$ cat src/rtl/ram_port_arbiter.sv
`default_nettype none
// ===========================================================================
// ram_port_arbiter : round-robin arbiter sharing one single-port RAM between
//                    two requesters (IDLE -> CMD -> RESP per access).
// Revision 1.0
// ===========================================================================
module ram_port_arbiter #(
  parameter int ADDR_W   = 12,
  parameter int DATA_W   = 8,
  parameter int NUMWORDS = 4096
) (
  input  logic              clock0,
  input  logic              aclr0,
  input  logic              req_a,
  input  logic              we_a,
  input  logic [ADDR_W-1:0] addr_a,
  input  logic [DATA_W-1:0] wdata_a,
  output logic              ack_a,
  output logic              err_a,
  output logic [DATA_W-1:0] rdata_a,
  input  logic              req_b,
  input  logic              we_b,
  input  logic [ADDR_W-1:0] addr_b,
  input  logic [DATA_W-1:0] wdata_b,
  output logic              ack_b,
  output logic              err_b,
  output logic [DATA_W-1:0] rdata_b,
  output logic [ADDR_W-1:0] ram_address,
  output logic [DATA_W-1:0] ram_data,
  output logic              ram_wren,
  output logic              ram_rden,
  input  logic [DATA_W-1:0] ram_q,
  output logic              busy
);

  localparam logic [1:0] IDLE = 2'd0;
  localparam logic [1:0] CMD  = 2'd1;
  localparam logic [1:0] RESP = 2'd2;

  localparam logic [ADDR_W:0] c_numwords = (ADDR_W+1)'(NUMWORDS);

  logic [1:0]        r_state;
  // Granted port of the current/last access; reset to b so a wins the first tie.
  logic              r_gnt_b;
  logic              r_we;
  logic [ADDR_W-1:0] r_addr;
  logic [DATA_W-1:0] r_wdata;
  logic [DATA_W-1:0] r_rdata_a;
  logic [DATA_W-1:0] r_rdata_b;

  logic              w_sel_b;
  logic              w_oor;
  logic              w_cmd;
  logic              w_resp;
  logic [DATA_W-1:0] w_rd_val;

  assign w_sel_b  = req_b & (~req_a | ~r_gnt_b);
  assign w_oor    = ({1'b0, r_addr} >= c_numwords);
  assign w_cmd    = (r_state == CMD);
  assign w_resp   = (r_state == RESP);
  assign w_rd_val = w_oor ? '0 : ram_q;

  always_ff @(posedge clock0 or posedge aclr0) begin
    if (aclr0) begin
      r_state   <= IDLE;
      r_gnt_b   <= 1'b1;
      r_we      <= 1'b0;
      r_addr    <= '0;
      r_wdata   <= '0;
      r_rdata_a <= '0;
      r_rdata_b <= '0;
    end else begin
      case (r_state)
        IDLE: begin
          if (req_a | req_b) begin
            r_state <= CMD;
            r_gnt_b <= w_sel_b;
            r_we    <= w_sel_b ? we_b    : we_a;
            r_addr  <= w_sel_b ? addr_b  : addr_a;
            r_wdata <= w_sel_b ? wdata_b : wdata_a;
          end
        end
        CMD: r_state <= RESP;
        RESP: begin
          r_state <= IDLE;
          if (!r_we) begin
            if (r_gnt_b) r_rdata_b <= w_rd_val;
            else         r_rdata_a <= w_rd_val;
          end
        end
        default: r_state <= IDLE;
      endcase
    end
  end

  // Reset term keeps an aborted write from reaching the RAM at the next edge.
  assign ram_wren    = w_cmd & ~w_oor &  r_we & ~aclr0;
  assign ram_rden    = w_cmd & ~w_oor & ~r_we & ~aclr0;
  assign ram_address = r_addr;
  assign ram_data    = r_wdata;
  assign busy        = (r_state != IDLE);

  assign ack_a   = w_resp & ~r_gnt_b;
  assign ack_b   = w_resp &  r_gnt_b;
  assign err_a   = ack_a & w_oor;
  assign err_b   = ack_b & w_oor;
  assign rdata_a = (ack_a & ~r_we) ? w_rd_val : r_rdata_a;
  assign rdata_b = (ack_b & ~r_we) ? w_rd_val : r_rdata_b;

endmodule
`default_nettype wire

$ cat config.mk
export PLATFORM = sky130hd
export DESIGN_NAME = ram_port_arbiter
export DESIGN_NICKNAME = d
export VERILOG_FILES = /design/src/rtl/ram_port_arbiter.sv
export SDC_FILE = /design/constraint.sdc
export NUM_CORES = 1
export LEC_CHECK = 0
export BUFFER_PORTS_ARGS = -buffer_cell sky130_fd_sc_hd__buf_2
export CELL_PAD_IN_SITES_DETAIL_PLACEMENT = 1
export CELL_PAD_IN_SITES_GLOBAL_PLACEMENT = 2
export CORE_MARGIN = 10
export CORE_UTILIZATION = 30
export DETAILED_ROUTE_END_ITERATION = 8
export PLACE_DENSITY = 0.8
export SYNTH_ARGS = -nofsm -noshare
export SYNTH_HDL_FRONTEND = slang
export SYNTH_SLANG_ARGS = --single-unit
$ cat constraint.sdc
create_clock -name clock0 -period 2.2 [get_ports clock0]
set_clock_uncertainty 0.2 [all_clocks]
set_input_delay 0.11 -clock clock0 [delete_from_list [all_inputs] [get_ports clock0]]
set_output_delay 0.11 -clock clock0 [all_outputs]
set_load 0.01 [all_outputs]
## Yosys cells after proc, flatten, opt, wreduce, memory -nomap -nowiden

Cells that the tools add are included.
W data, S select, Z words.

- Flip-flop bits (word level): 40
- Input bits: 54
- Output and inout port bits: 43
- Word-level logic and storage cells: 37

- Equality and inequality tests: 3
- Mux-type cells: 7
- Bitwise logic cells: 15
- Reductions and logical operators: 5

Operators with widths:

| cell | count |
|---|---|
| $mux W8 | 3 |
| $mux W12 | 1 |
| $and A1 B1 Y1 | 9 |
| $reduce_and A3 Y1 | 2 |
| $not A1 Y1 | 4 |
| $pmux W2 S2 | 1 |
| $eq A2 B1 Y1 const B | 1 |
| $eq A2 B2 Y1 const B | 1 |
| $logic_not A2 Y1 | 1 |
| $mux W2 | 1 |
| $ne A2 B2 Y1 const B | 1 |
| $or A1 B1 Y1 | 2 |
| $reduce_and A2 Y1 | 1 |
| $reduce_bool A2 Y1 | 1 |
| $mux W1 | 1 |

## Logic depth before layout (Yosys ltp)

Gate-level depths: netlist of run 1.

- Word-level depth: 4
- Gate-level depth with buffers: 5
- Mapped depth without buffers: 3

## Worst setup path before layout of run 1

No wires, ideal clock.

- Path type: reg2out
- From: register r_gnt_b
- To: output port rdata_b[1]
- Data arrival time: 1.509 ns
- Setup slack: 0.381 ns
- Cell stages (with the launch flop): 6
- Buffers on the path: 2
- Path through: dfstp_2 and3b_1 nor2b_4 buf_6 buf_6 mux2_4

- Cells in the longest elaborated chain, start to end: 3

RTL lines:

| item | line | text |
|---|---|---|
| start, declared | 44 | `logic r_gnt_b;` |
| start signal, assigned | 77 | `r_gnt_b <= w_sel_b;` |
| $and A1 B1 Y1 | 104 | `assign ack_b = w_resp & r_gnt_b;` |
| named net ack_b | 25 | `output logic ack_b,` |
| $and A1 B1 Y1 | 108 | `assign rdata_b = (ack_b & ~r_we) ? w_rd_val : r_rdata_b;` |
| $mux W8 | 108 |  |
| end, declared | 27 | `output logic [DATA_W-1:0] rdata_b,` |

The timed path passes the listed nets, and every way through them passes these cells.

## Final worst setup path of run 1

- From: register r_gnt_b
- To: output port rdata_b[0]

- Cells in the longest elaborated chain, start to end: 3

RTL lines:

| item | line |
|---|---|
| $and A1 B1 Y1 | 104 |
| $and A1 B1 Y1 | 108 |
| $mux W8 | 108 |

Every way passes these cells.

==> results of run 1 <==
## metrics by stage
stage	utilization (%)	power (mW)	setup TNS, ns	setup slack [ns]
final	49.2	3.78	0	0.0707
after global routing	49.2	4.05	-0.0115	-0.00854
after CTS	48.1	3.78	0	0.0170
after detailed placement	39.4	3.21	0	0.243
after global placement	39.4	3.16	0	0.280
after floorplan	-	2.56	0	0.381
## power groups by stage
stage	Combinational, mW	Sequential, mW	Clock, mW
2_1_floorplan	1.19	1.38	0
3_3_place_gp	1.85	1.31	0
3_5_place_dp	1.89	1.32	0
4_1_cts	1.95	1.32	0.506
5_1_grt	2.13	1.38	0.544
6_report	1.98	1.32	0.478
## cell usage in the layout, fill, tap and decap left out, drive strengths merged
| cell | netlist | final |
|---|---|---|
| and3b | 1 | 1 |
| conb | 1 | 2 |
| clkinvlp | 0 | 1 |
| dfrtp | 39 | 39 |
| clkinv | 0 | 2 |
| and3 | 1 | 1 |
| nor2 | 2 | 2 |
| clkbuf | 0 | 7 |
| dfstp | 1 | 1 |
| dlygate4sd3 | 0 | 51 |
| mux2 | 66 | 66 |
| o31ai | 1 | 1 |
| a21bo | 1 | 1 |
| nor2b | 3 | 3 |
| o21ai | 1 | 1 |
| buf | 9 | 105 |
| or2 | 1 | 1 |
| nor3b | 2 | 2 |
## sequential cells by signal, summed over array words and instances, names as in the netlist
signal	count
r_rdata_a	8
r_we	1
ram_data	8
ram_address	12
r_rdata_b	8
r_state	2
r_gnt_b	1
## per-layer routing
layer	up-vias	share of wire (%)	GRT usage, %
met1	812	39	12.6
li1	766	-	-
met2	61	54	21.8
met4	0	1.4	3.58
met3	6	5.8	4.28
met5	-	0	0
## layout make-up
class | instances | area [sq um] | share of cell area [%]
clock buffer | 6 | 72.6 | 2.16
clock inverter | 2 | 12.5 | 0.372
inverter | 1 | 3.75 | 0.112
multi-input combinational | 81 | 1040 | 30.9
sequential | 40 | 1000 | 29.8
tap | 96 | 120 | 3.57
timing repair buffer | 157 | 1110 | 33.1
## repair_timing
| item | CTS | global route |
|---|---|---|
| hold buffers | 51 | 0 |
| buffers inserted | 0 | 7 |
| endpoints found under the hold margin | 76 | 0 |
| setup endpoints to repair | 0 | 5 |
| resized for setup | 0 | 0 |
## final timing paths
check | start | to | slack (ns) | cells after the start
max in group asynchronous | aclr0 | r_gnt_b$_DFFE_PP1P_ | 1.10 | 4
max | r_gnt_b$_DFFE_PP1P_ | rdata_b[0] | 0.07 | 5
min reg2reg | r_rdata_a[4]$_DFFE_PP0P_ | r_rdata_a[4]$_DFFE_PP0P_ | 0.30 | 1
min in group asynchronous | aclr0 | r_rdata_b[4]$_DFFE_PP0P_ | 0.33 | 4
min | req_b | r_gnt_b$_DFFE_PP1P_ | 0.03 | 4
max reg2reg | r_gnt_b$_DFFE_PP1P_ | ram_data[4]$_DFFE_PP0P_ | 0.16 | 4
## worst max-delay path, cell delays in order (launching register included)
cell and delay [ns]:
dfstp_2 0.56, and3b_1 0.18, nor2b_4 0.18, buf_12 0.15, mux2_2 0.32, buf_2 0.14
## logic make-up after synthesis
| group | after synthesis | share of synthesized area (%) |
|---|---|---|
| AND/OR/NAND/NOR | 10 | 3.64 |
| multiplexers | 66 | 43.4 |
| buffers and inverters | 10 | 4.41 |
| AO/OA/AOI/OAI | 3 | 1.35 |
| flip-flops | 40 | 47.1 |
| other | 1 | 0.176 |
==> flow_metrics.py, run 1 <==
metrics = {
    "synthesis": {
        "synth_ff_type": "dfrtp_1",
        "postSynthAreaPerCell_sq_um": 16.4,
        "synth_edf_count": 0,
        "synthTopCellsByCount": "48 x mux2_4, 39 x dfrtp_1, 18 x mux2_2",
        "synth_most_common_cell": "mux2_4",
        "synthDistinctLibCells": 19,
        "yosysTopAreaCell": "dfrtp_1",
        "syn-cell-area_sq_um": 2130,
        "synth_cells": 130,
        "async_flop_share_pct": 100,
        "yosysSeqAreaShare_pct": 47.1,
        "yosys_warnings": 0,
        "synth.top_cell.area_share_pct": 45.8,
        "synth.top_cells.by_area": "dfrtp_1 46%, mux2_4 34%, mux2_2 9.5%, buf_6 3.2%, dfstp_2 1.2%",
        "ys_seq_elements": 40,
    },
    "pwr": {
        "seqPwrFrac_pct": 35.0,
        "switching_share_pct": 33.9,
        "power_frac_comb_pct": 52.4,
        "p_leak_nw": 1.68,
        "power_density_nw_per_um2": 1120,
        "irDropWorstVdd_mv": 0.421,
        "switchingPower_mw": 1.28,
        "p_clk_share_pct": 12.7,
        "internal_power_mw": 2.50,
    },
    "die": {
        "die_height_um": 104,
        "core-area_sq_um": 6830,
        "start_util_pct": 31.2,
        "dieArea_sq_um": 10900,
        "fp.dieW_um": 104,
        "ios": 97,
        "fp-row-count": 30,
    },
    "clock_network": {
        "root_buffer": "clkbuf_8",
        "cts.sinks": 40,
        "clock_latency_ns": 0.29,
        "htreeDepth": 2,
        "cts_tree": "yes",
        "cts_buffers": 5,
        "path_clk_slew_ns": 0.08,
        "cts.path.max_buffers": 2,
    },
    "final_layout": {
        "design_area_sq_um": 3360,
        "diodes": 0,
        "num-fill-cells": 753,
        "drive_above_1_share_pct": 63.8,
        "finalNonFillerCells": 383,
        "areaGrowthSynthToFinish_pct": 57.9,
        "finalNetCount": 340,
    },
    "sta": {
        "period_needed_ns": 2.13,
        "fmax_mhz": 470,
        "tightestPinTransition_ns": 0.509,
        "min_period_over_period_pct": 96.8,
        "hold_viol": 0,
        "slew_headroom_pct": 66.1,
        "slew_viol_final": 0,
        "hold_slack_ns": 0.0339,
        "setup_violations": 0,
    },
    "run": {
        "cap_viol_max_count": 0,
    },
    "critical_path": {
        "arrival_ns": 1.82,
        "worstPathRequired_ns": 1.89,
        "cp_max_fo": 8,
        "startpoint_type": "flop",
        "worstSetupEndpointType": "output port",
        "criticalPathCategory": "flop to output port",
    },
    "routing": {
        "avgViaCountPerCell": 4.30,
        "drt_wl_total_mm": 6.73,
        "via_count": 1645,
        "routedWlPerCell_um": 17.6,
        "first_iter_violations": 51,
        "ant_nets": 0,
        "first_pass_iters": 4,
        "drcViolationCount": 0,
    },
    "global_routing": {
        "antenna_found_initial": 0,
        "grtUsageTotal_pct": 12.0,
        "grt_pass1_wl_mm": 10.6,
        "grt_start_max_net_pins": 41,
        "overflow": 0,
        "first_global_vias": 1956,
    },
    "place": {
        "place_congestion": 0.691,
        "io_buffers": 94,
        "dp.cells": 316,
        "placedInstanceArea_sq_um": 2690,
        "hpwl_mm": 4.28,
    },
    "min_path": {
        "min_path_type": "primary input to flop",
    },
    "status": {
        "outcome": "complete, no violations",
    },
}
Note: power is estimated with default switching activity, not from simulation.
==> run 2: changes to the inputs <==
CORE_UTILIZATION = 31   (was 30)
CTS_BUF_LIST = sky130_fd_sc_hd__clkbuf_8   (was default)
PLACE_DENSITY = 0.82   (was 0.8)
==> flow_metrics.py, run 2 (synthesis results as in run 1) <==
metrics = {
    "die": {
        "fp.dieW_um": 103,
        "dieArea_sq_um": 10600,
        "die_height_um": 103,
        "fp-row-count": 30,
        "ios": 97,
        "start_util_pct": 31.7,
        "core-area_sq_um": 6720,
    },
    "routing": {
        "first_iter_violations": 15,
        "drcViolationCount": 0,
        "avgViaCountPerCell": 4.42,
        "first_pass_iters": 4,
        "routedWlPerCell_um": 17.4,
        "drt_wl_total_mm": 6.45,
        "via_count": 1640,
        "ant_nets": 0,
    },
    "status": {
        "outcome": "complete, no violations",
    },
    "sta": {
        "min_period_over_period_pct": 96.8,
        "period_needed_ns": 2.13,
        "slew_headroom_pct": 66.4,
        "tightestPinTransition_ns": 0.503,
        "hold_viol": 0,
        "tns_ns": 0,
        "fmax_mhz": 470,
        "setup_violations": 0,
        "slew_viol_final": 0,
    },
    "critical_path": {
        "arrival_ns": 1.82,
        "worst-r2r-cell-count": 5,
        "worstPathRequired_ns": 1.89,
        "startpoint_type": "flop",
        "worstSetupEndpointType": "output port",
        "rrSetupSlack_ns": 0.22,
        "criticalPathCategory": "flop to output port",
        "cp-startpoint": "r_gnt_b$_DFFE_PP1P_",
        "reg2reg_from": "r_gnt_b$_DFFE_PP1P_",
        "timing.rr.end": "ram_address[8]$_DFFE_PP0P_",
        "cp_max_fo": 8,
    },
    "pwr": {
        "p_leak_nw": 1.71,
        "irDropWorstVdd_mv": 0.410,
        "power_density_nw_per_um2": 1150,
    },
    "clock_network": {
        "path_clk_slew_ns": 0.08,
        "cts.sinks": 40,
        "cts_tree": "yes",
        "root_buffer": "clkbuf_8",
        "htreeDepth": 2,
        "cts.path.max_buffers": 2,
        "cts_buffers": 5,
        "clock_latency_ns": 0.30,
    },
    "final_layout": {
        "drive_above_1_share_pct": 64.9,
        "diodes": 0,
        "largest_reg_flops": 12,
        "fin_util_pct": 50.6,
        "areaGrowthSynthToFinish_pct": 59.6,
        "final_common_cell": "buf_2",
        "final_cell_mix": "94 x buf_2, 52 x dlygate4sd3_1, 48 x mux2_4",
        "finalNetCount": 344,
        "num-fill-cells": 701,
    },
    "global_routing": {
        "grt_pass1_wl_mm": 9.84,
        "antenna_found_initial": 0,
        "grt_start_max_net_pins": 41,
        "overflow": 0,
        "grtUsageTotal_pct": 12.1,
        "first_global_vias": 1875,
    },
    "min_path": {
        "min_path_type": "primary input to flop",
        "hold_path_depth": 4,
        "min_from": "req_a",
        "whs_endpoint": "r_gnt_b$_DFFE_PP1P_",
    },
    "place": {
        "hpwl_mm": 4.30,
        "place_congestion": 0.715,
        "io_buffers": 94,
    },
    "run": {
        "cap_viol_max_count": 0,
    },
}
[run 2: changes by cell type in the layout (fill, tap and decap cells not counted), sizes merged]
| cell | delta |
|---|---|
| bufinv | +1 |
| dlygate4sd3 | +1 |
| buf | +3 |
| clkbuf | -1 |
[run 2: per-stage QoR]
| step | total power [mW] | instances | area (sq um) | hold WS, ns | setup WS, ns |
|---|---|---|---|---|---|
| 3_3_place_gp | 3.15 | 304 | 2690 | 0.0753 | 0.342 |
| 3_5_place_dp | 3.21 | 304 | 2690 | 0.0887 | 0.301 |
| 6_report | 3.90 | 371 | 3400 | 0.0279 | 0.0715 |
| 4_1_cts | 3.91 | 364 | 3320 | 0.0145 | 0.0100 |
| 5_1_grt | 4.17 | 371 | 3400 | 0.0288 | -0.0185 |
| 2_1_floorplan | 2.56 | 131 | 2130 | 0.0580 | 0.381 |
[run 2: what timing repair did]
action,4_1_cts,5_1_grt
hold endpoints to repair,77,0
setup endpoints to repair,0,16
buffers inserted,0,6
hold buffers,52,0
resized for setup,0,3
[run 2: final cells by class]
class / instances / area (sq um) / share of cell area (%)
Clock buffer: 5 / 68.8 / 2.02
Clock inverter: 3 / 42.5 / 1.25
Inverter: 1 / 3.75 / 0.110
Multi-Input combinational cell: 81 / 1040 / 30.7
Sequential cell: 40 / 1000 / 29.5
Tap cell: 80 / 100 / 2.94
Timing Repair Buffer: 161 / 1140 / 33.5
[run 2: report_power, final]
part           leakage (nW)  internal, mW  switching (mW)
clock                0.0541         0.336           0.269
combinational          1.18          1.17           0.808
sequential            0.475          1.11           0.205
[run 2: worst max-delay path by stage]
stage / slack (ns) / to / cells after the start
2_1_floorplan: 0.38 / rdata_b[1] / 5
3_3_place_gp: 0.34 / rdata_a[6] / 5
3_5_place_dp: 0.30 / ram_address[7]$_DFFE_PP0P_ / 4
4_1_cts: 0.01 / rdata_a[6] / 5
5_1_grt: -0.02 / rdata_a[6] / 5
6_report: 0.07 / rdata_b[0] / 5
[run 2: critical path, cell delays in order (launching register included)]
cell     delay (ns)
dfstp_2        0.55
and3b_1        0.18
nor2b_4        0.18
buf_12         0.15
mux2_2         0.33
buf_2          0.14
[run 2: per-layer routing]
metal	up-vias	GRT usage, %	part of all wire [%]
met3	9	5.50	8.6
met2	64	21.8	53
met4	0	3.96	1.4
met5	-	0	0
met1	793	12.0	37
li1	774	-	-
